==> src/rtl/bp_me_cache_dma_to_cce_pkg.sv <==
// Shared types and sizes for the bsg_cache DMA to CCE memory bridge:
// the CCE memory message, the cache DMA packet and block geometry.
package bp_me_cache_dma_to_cce_pkg;

    localparam int paddr_width_p     = 40;
    localparam int cce_block_width_p = 512;
    localparam int dword_width_p     = 64;
    localparam int mem_payload_width_lp = 16;

    localparam int block_size_in_words_lp = cce_block_width_p / dword_width_p;
    localparam int block_offset_width_lp  = $clog2(cce_block_width_p / 8);
    localparam int word_cnt_width_lp      = $clog2(block_size_in_words_lp);

    localparam logic [word_cnt_width_lp-1:0] last_word_lp =
        word_cnt_width_lp'(block_size_in_words_lp - 1);

    typedef enum logic [3:0] {
        e_mem_msg_rd    = 4'b0000,
        e_mem_msg_wr    = 4'b0001,
        e_mem_msg_uc_rd = 4'b0010,
        e_mem_msg_uc_wr = 4'b0011
    } bp_mem_msg_e;

    typedef enum logic [2:0] {
        e_mem_msg_size_1  = 3'b000,
        e_mem_msg_size_2  = 3'b001,
        e_mem_msg_size_4  = 3'b010,
        e_mem_msg_size_8  = 3'b011,
        e_mem_msg_size_16 = 3'b100,
        e_mem_msg_size_32 = 3'b101,
        e_mem_msg_size_64 = 3'b110
    } bp_mem_msg_size_e;

    typedef struct packed {
        logic [mem_payload_width_lp-1:0] payload;
        bp_mem_msg_size_e                size;
        logic [paddr_width_p-1:0]        addr;
        bp_mem_msg_e                     msg_type;
    } bp_cce_mem_msg_header_s;

    typedef struct packed {
        logic [cce_block_width_p-1:0] data;
        bp_cce_mem_msg_header_s       header;
    } bp_cce_mem_msg_s;

    localparam int cce_mem_msg_width_lp = $bits(bp_cce_mem_msg_s);

    typedef struct packed {
        logic                     write_not_read;
        logic [paddr_width_p-1:0] addr;
    } bsg_cache_dma_pkt_s;

    localparam int dma_pkt_width_lp = $bits(bsg_cache_dma_pkt_s);

    // Clear the byte offset so the command always names a whole block.
    function automatic logic [paddr_width_p-1:0] block_align(input logic [paddr_width_p-1:0] addr);
        logic [paddr_width_p-1:0] aligned;
        aligned = addr;
        aligned[block_offset_width_lp-1:0] = '0;
        return aligned;
    endfunction

endpackage

==> src/rtl/bp_me_cache_dma_to_cce_counter.sv <==
// Word index counter with synchronous clear and increment.
module bp_me_cache_dma_to_cce_counter #(
    parameter int width_p = 3
) (
    input  logic               clk_i,
    input  logic               reset_i,
    input  logic               clear_i,
    input  logic               up_i,
    output logic [width_p-1:0] count_o
);

    logic [width_p-1:0] count_q, count_d;

    // Clear takes priority over increment.
    always_comb begin
        count_d = count_q;
        if (clear_i) begin
            count_d = '0;
        end else if (up_i) begin
            count_d = count_q + 1'b1;
        end
    end

    // Count register.
    always_ff @(posedge clk_i) begin
        if (reset_i) begin
            count_q <= '0;
        end else begin
            count_q <= count_d;
        end
    end

    assign count_o = count_q;

endmodule

==> src/rtl/bp_me_cache_dma_to_cce.sv <==
// Bridge from the bsg_cache DMA port to one full-block CCE memory command
// per packet. One transaction is in flight at a time; a single block
// register collects write data and later holds the read response.
//
// Handshakes: a transfer happens on a cycle where valid and ready are both
// high (yumi outputs are ready driven from the matching valid); valid
// sources hold their payload stable until the transfer.
module bp_me_cache_dma_to_cce
    import bp_me_cache_dma_to_cce_pkg::*;
(
    input  logic                            clk_i,
    input  logic                            reset_i,
    input  logic [dma_pkt_width_lp-1:0]     dma_pkt_i,
    input  logic                            dma_pkt_v_i,
    output logic                            dma_pkt_yumi_o,
    input  logic [dword_width_p-1:0]        dma_data_i,
    input  logic                            dma_data_v_i,
    output logic                            dma_data_ready_o,
    output logic [dword_width_p-1:0]        dma_data_o,
    output logic                            dma_data_v_o,
    input  logic                            dma_data_yumi_i,
    output logic [cce_mem_msg_width_lp-1:0] mem_cmd_o,
    output logic                            mem_cmd_v_o,
    input  logic                            mem_cmd_ready_i,
    input  logic [cce_mem_msg_width_lp-1:0] mem_resp_i,
    input  logic                            mem_resp_v_i,
    output logic                            mem_resp_yumi_o
);

    typedef enum logic [2:0] {
        e_ready,
        e_wr_data,
        e_send_cmd,
        e_wait_resp,
        e_rd_data
    } state_e;

    state_e                                                     state_q, state_d;
    logic [block_size_in_words_lp-1:0][dword_width_p-1:0]       block_q, block_d;
    logic [paddr_width_p-1:0]                                   addr_q, addr_d;
    logic                                                       wr_q, wr_d;
    // Low in the reset cycle and the one after it; gates every handshake.
    logic                                                       live_q, live_d;
    logic                                                       live;

    logic [word_cnt_width_lp-1:0] cnt;
    logic                         cnt_up, cnt_clear;

    bsg_cache_dma_pkt_s dma_pkt;
    bp_cce_mem_msg_s    mem_resp;
    bp_cce_mem_msg_s    mem_cmd;

    logic pkt_yumi, data_ready, data_v, cmd_v, resp_yumi;

    assign dma_pkt  = dma_pkt_i;
    assign mem_resp = mem_resp_i;
    assign live     = live_q & ~reset_i;

    bp_me_cache_dma_to_cce_counter #(
        .width_p (word_cnt_width_lp)
    ) word_counter (
        .clk_i   (clk_i),
        .reset_i (reset_i),
        .clear_i (cnt_clear),
        .up_i    (cnt_up),
        .count_o (cnt)
    );

    // Next-state, handshake and block register update for the transaction FSM.
    always_comb begin
        state_d    = state_q;
        block_d    = block_q;
        addr_d     = addr_q;
        wr_d       = wr_q;
        live_d     = 1'b1;
        cnt_up     = 1'b0;
        cnt_clear  = 1'b0;
        pkt_yumi   = 1'b0;
        data_ready = 1'b0;
        data_v     = 1'b0;
        cmd_v      = 1'b0;
        resp_yumi  = 1'b0;
        case (state_q)
            e_ready: begin
                pkt_yumi = live & dma_pkt_v_i;
                if (pkt_yumi) begin
                    addr_d  = block_align(dma_pkt.addr);
                    wr_d    = dma_pkt.write_not_read;
                    state_d = dma_pkt.write_not_read ? e_wr_data : e_send_cmd;
                end
            end
            e_wr_data: begin
                data_ready = live;
                if (live && dma_data_v_i) begin
                    block_d[cnt] = dma_data_i;
                    if (cnt == last_word_lp) begin
                        cnt_clear = 1'b1;
                        state_d   = e_send_cmd;
                    end else begin
                        cnt_up = 1'b1;
                    end
                end
            end
            e_send_cmd: begin
                cmd_v = live;
                if (live && mem_cmd_ready_i) begin
                    state_d = e_wait_resp;
                end
            end
            e_wait_resp: begin
                resp_yumi = live & mem_resp_v_i;
                if (resp_yumi) begin
                    if (wr_q) begin
                        state_d = e_ready;
                    end else begin
                        block_d = mem_resp.data;
                        state_d = e_rd_data;
                    end
                end
            end
            e_rd_data: begin
                data_v = live;
                if (live && dma_data_yumi_i) begin
                    if (cnt == last_word_lp) begin
                        cnt_clear = 1'b1;
                        state_d   = e_ready;
                    end else begin
                        cnt_up = 1'b1;
                    end
                end
            end
            default: state_d = e_ready;
        endcase
    end

    // FSM and datapath registers; reset drops any half-built transaction.
    always_ff @(posedge clk_i) begin
        if (reset_i) begin
            state_q <= e_ready;
            block_q <= '0;
            addr_q  <= '0;
            wr_q    <= 1'b0;
            live_q  <= 1'b0;
        end else begin
            state_q <= state_d;
            block_q <= block_d;
            addr_q  <= addr_d;
            wr_q    <= wr_d;
            live_q  <= live_d;
        end
    end

    // Command is built purely from registered state so it holds while stalled.
    always_comb begin
        mem_cmd                 = '0;
        mem_cmd.header.msg_type = wr_q ? e_mem_msg_wr : e_mem_msg_rd;
        mem_cmd.header.addr     = addr_q;
        mem_cmd.header.size     = e_mem_msg_size_64;
        mem_cmd.header.payload  = '0;
        mem_cmd.data            = wr_q ? block_q : '0;
    end

    assign dma_pkt_yumi_o   = pkt_yumi;
    assign dma_data_ready_o = data_ready;
    assign dma_data_v_o     = data_v;
    assign dma_data_o       = block_q[cnt];
    assign mem_cmd_o        = mem_cmd;
    assign mem_cmd_v_o      = cmd_v;
    assign mem_resp_yumi_o  = resp_yumi;

    // Response header fields other than the type are not needed here.
    logic unused_resp_hdr;
    assign unused_resp_hdr = ^{mem_resp.header.addr, mem_resp.header.size,
                               mem_resp.header.payload, mem_resp.header.msg_type};

    // A response must be of the same kind as the command that produced it.
    resp_type_match: assert property (@(posedge clk_i) disable iff (reset_i)
        (state_q == e_wait_resp && mem_resp_v_i) |-> (mem_resp.header.msg_type == mem_cmd.header.msg_type));

endmodule

==> config.mk <==
export PLATFORM = sky130hd
export DESIGN_NAME = bp_me_cache_dma_to_cce
export DESIGN_NICKNAME = d
export VERILOG_FILES = /design/src/rtl/bp_me_cache_dma_to_cce_pkg.sv /design/src/rtl/bp_me_cache_dma_to_cce_counter.sv /design/src/rtl/bp_me_cache_dma_to_cce.sv
export SDC_FILE = /design/constraint.sdc
export NUM_CORES = 2
export LEC_CHECK = 0
export CAP_MARGIN = 20
export CELL_PAD_IN_SITES_DETAIL_PLACEMENT = 2
export CELL_PAD_IN_SITES_GLOBAL_PLACEMENT = 2
export CORE_AREA = 2 2 513 515
export CTS_BUF_LIST = sky130_fd_sc_hd__clkbuf_16
export CTS_CLUSTER_DIAMETER = 120
export DETAILED_ROUTE_END_ITERATION = 6
export DIE_AREA = 0 0 515 517
export GPL_TIMING_DRIVEN = 0
export PLACE_DENSITY = 0.54
export SYNTH_ARGS = -nofsm -noshare
export SYNTH_HDL_FRONTEND = slang
export SYNTH_SLANG_ARGS = --single-unit
==> constraint.sdc <==
create_clock -name clk_i -period 2.39 [get_ports clk_i]
set_input_delay 0.239 -clock clk_i [delete_from_list [all_inputs] [get_ports clk_i]]
set_output_delay 0.239 -clock clk_i [all_outputs]
set_load 0.02 [all_outputs]
==> impl_summary.md <==
Finish
The layout overhead on the synthesized area is 93.9%. Leaving out filler cells and counting taps, the final layout contains ~9.0k. The number of fill cells in the layout is slightly below 30k.

The final-stage net count is 6198. Of the cells placed in the final design, the portion with a size suffix greater than 1 is 0.467. The final design utilization is 0.251.

Floorplanning
The full die area is about 270000 um2. The I/O pin count is about 1.3k. The die is around 500 um wide. The floorplan row count is between 150 and 200. After floorplanning, the core was sized to cover between 200000 and 300000 um2.

For this configuration, the core starts out at a cell density of 0.130. The die outline height is 517 um.

Power and ir drop
VDD sags by at most roughly 0.00051 V. Of the total power, the clock network draws 0.483. The net switching power is between 8 and 9 mW.

Of the total power, the share spent switching nets is 0.309. The share of total power dissipated in combinational logic is 0.166. The cell internal power dissipation is ~18 mW. The power density normalized to cell area is a little over 400 nW/um2. The leakage power summed over all cells is about 24 nW. The portion of total power attributed to sequential cells is 0.351.

GRT
The global-route wire length before repair is around 500 mm. The met2 track demand over resource is 0.477. The via count of the first global-routing pass is 43.8k. In the global route stage, met3 resource usage came out at 0.0811. The sum of overflow across all layers after global routing is 0. The initial antenna violation count came to 142.

After global routing, the most crowded layer is met2. For this run, the total global-route usage over all layers was measured as 0.292. The pin count of the biggest net entering global routing is 12. For this run, global-route usage on met1 was measured as 0.364.

STA
The max-slew violation count is 0. The total negative setup slack is -146830 ps. The post-layout minimum cycle time is slightly above 3000 ps. The worst hold-check slack is 92.9 ps. Derived from the worst setup path, the maximum achievable clock frequency is around 330 MHz.

The post-route worst setup slack is -673 ps. For the pin with the worst max-slew slack, the measured transition is approximately 1300 ps. The worst pin sits at a relative slew slack of 0.150.

Dividing the final minimum period by the clock period gives 1.28. The number of endpoints failing setup at the final stage is between 500 and 600. On the final layout, the worst clock skew is 35.2 ps. The hold violation count in the final report is 0.

Setup repair after global routing could not meet its margin everywhere.

Clock tree
The TritonCTS clock tree is done. In this run the deepest clock path goes through 3 buffers. The tree is rooted in a clkbuf_16. The clock sink count is 554. The number of buffers added by the clock tree synthesis step is a little over 80. The clock latency on the worst-skew pair is roughly 750 ps. The H-tree was split into 3 levels. The clock-pin slew reported for the worst setup and hold paths after clock tree synthesis is roughly 50 ps.

Status
The checks that failed: setup timing. The run finished, with violations left.

Synth
By instance count, the leading cell after synthesis is dfxtp_1. For this run, the number of Yosys warnings is 0. Synthesis produced around 3.7k cells. The number of different library cells in the post-synthesis netlist is 60.

The synthesized flop and latch total is 554. The dominant cell type by area after synthesis is dfxtp_1. The portion of synthesized cell area occupied by the leading cell type is 0.328. By area the synthesized netlist is led by dfxtp_1 (33%), a22oi_1 (12%), and2_1 (9.6%). The cell area after synthesis is roughly 34000 um2. In the synthesized netlist, the cells that appear most often are dfxtp_1 (554), a22oi_1 (530), and2_1 (521). The proportion of synthesized chip area in sequential cells is 0.328. The number of flops mapped to enable cells by yosys is 0. The prevailing post-synth register cell is dfxtp_1. Counting flops with an async set or reset pin after synthesis yields a share of 0.

After synthesis, the mean cell area works out to between 9 and 10 um2.

Critical path
STA classifies the critical path endpoint as a primary output. The critical path required time is roughly 2200 ps. The worst register-to-register path begins at word_counter.count_o[1].

The register-to-register setup slack is -20 ps. Along the worst path, the maximum fanout reaches 6. Walking the worst path, the cells encountered are buf_12, buf_6, and2_4, buf_12, clkbuf_16, buf_16, a221oi_4, o22ai_2, buf_6.

The critical path starts at word_counter.count_o[1]. The critical path data arrival time is 2820 ps. The worst setup path is of the reg -> out kind. The worst-path cell with the longest stage delay is a221oi_4. STA classifies the critical path startpoint as a flip-flop. The number of cell instances on the worst register-to-register path is 9. The delay of the slowest cell on the worst path is ~450 ps. The end of the worst register-to-register path is block_q[436].

Place
The routability-driven placement congestion ratio is 0.882. The count of buffers added on input and output ports is between 1k and 1.5k. Once detailed placement completed, the half-perimeter wirelength came to ~320 mm. The number of placed instances, taps included, is ~8.4k. Timing analysis after detailed placement gives a worst setup slack of -3200 ps.

Drt
The DRC violation count after routing is 0. The count of TritonRoute iterations in the first routing pass is 6. The final antenna-violating net count is 0. After detailed routing, the average wire length per cell comes to roughly 46 um. The number of DRC violations after detailed-routing iteration 0 is 4615. The total number of vias is about 44k.

Dividing the detail-routed via count by the number of cells gives between 4 and 5. The routed design has 413 mm of wire.

Worst hold path
The cell depth of the worst min-delay path is 3. In this run the worst hold path is classified as in -> reg. The launch point of the worst hold path is dma_pkt_i[31]. The worst min-delay path endpoint is addr_q[31].

Job
The number of maximum-capacitance constraint violations is 0.
## timing repair
action                                   CTS  global route
pin swaps                                 73            84
gates resized for setup                 2641          2691
hold endpoints to repair                  30             0
cloned                                    22            24
buffers inserted                         193           220
endpoints found under the setup margin  1094          1087
hold buffers                              30             0
## logic make-up (layout without fill, tap and decap cells)
group / count (synthesis) / count (layout) / share of synthesized area
other: 2 / 75 / 0.000222
muxes: 271 / 271 / 0.104
adders and majority gates: 2 / 2 / 0.000740
DFF: 554 / 554 / 0.328
and+or+nand+nor: 887 / 887 / 0.148
buffers and inverters: 544 / 2356 / 0.0837
AOI/OAI and AO/OA: 1479 / 1479 / 0.336
## sequential cells by signal (all words and copies together), names as in the netlist
register	count
block_q	512
state_q	3
wr_q	1
live_q	1
addr_q	34
word_counter.count_o	3
## area by class of cell
| class | count | area [um2] | area share |
|---|---|---|---|
| multi-input cells | 2667 | 22500 | 0.343 |
| repair buffers | 1682 | 19500 | 0.297 |
| flip-flops and latches | 554 | 11100 | 0.169 |
| plain buffers | 514 | 5360 | 0.0817 |
| well taps | 3420 | 4280 | 0.0652 |
| clock buffers | 85 | 2130 | 0.0324 |
| clock inverters | 68 | 537 | 0.00818 |
| diodes | 47 | 118 | 0.00179 |
| inverters | 6 | 43.8 | 0.000668 |
| repair inverters | 1 | 5.00 | 0.0000763 |
## routing by layer
layer / up-vias / part of all wire
met1: 22929 / 0.41
met4: 92 / 0.045
met5: - / 0.0022
met3: 636 / 0.083
met2: 2723 / 0.46
li1: 17542 / -
## worst max-delay path by stage
| stage | end | slack [ps] | cells after the start |
|---|---|---|---|
| final | dma_data_o[42] | -670 | 9 |
| after detailed placement | dma_data_o[27] | -3200 | 9 |
| after global placement | dma_data_o[38] | -3550 | 8 |
| after global routing | dma_data_o[11] | -750 | 9 |
| after CTS | dma_data_o[53] | -780 | 7 |
| after floorplan | dma_data_o[5] | 300 | 7 |
## critical path, delay by kind of cell, from the launching register on
family	cells	cell delay, ps
AO/OA/AOI/OAI	2	630
buffers and inverters	6	890
AND/OR/NAND/NOR	1	160
flip-flops	1	360
## stage by stage
stage | cell area, um2 | power [mW]
floorplan | 33900 | 10.5
global placement | 49900 | 13.0
detailed placement | 51100 | 13.1
CTS | 60200 | 26.4
global route | 65500 | 27.2
finish | 65600 | 26.7
## power groups by stage
stage	sequential (mW)	clock [mW]	combinational [mW]
5_1_grt	9.36	13.4	4.48
6_report	9.36	12.9	4.42
2_1_floorplan	9.56	0	0.969
4_1_cts	9.36	13.1	3.97
3_5_place_dp	9.56	0	3.53
3_3_place_gp	9.56	0	3.42
## layout by cell type (no fill, tap or decap), types with 32 or more instances in the layout
| cell | instances |
|---|---|
| a211oi_1 | 145 |
| a211oi_2 | 242 |
| a21oi_1 | 393 |
| a21oi_2 | 32 |
| a22oi_1 | 508 |
| and2_1 | 78 |
| and2_4 | 443 |
| buf_12 | 171 |
| buf_16 | 65 |
| buf_2 | 58 |
| buf_4 | 252 |
| buf_6 | 653 |
| buf_8 | 90 |
| clkbuf_1 | 111 |
| clkbuf_16 | 137 |
| clkbuf_2 | 41 |
| clkbuf_4 | 59 |
| clkdlybuf4s50_1 | 587 |
| dfxtp_1 | 549 |
| diode_2 | 47 |
| mux2_2 | 37 |
| mux2_4 | 35 |
| mux2i_1 | 133 |
| mux4_2 | 56 |
| nand2_1 | 207 |
Power figures use the tool's default switching activity.
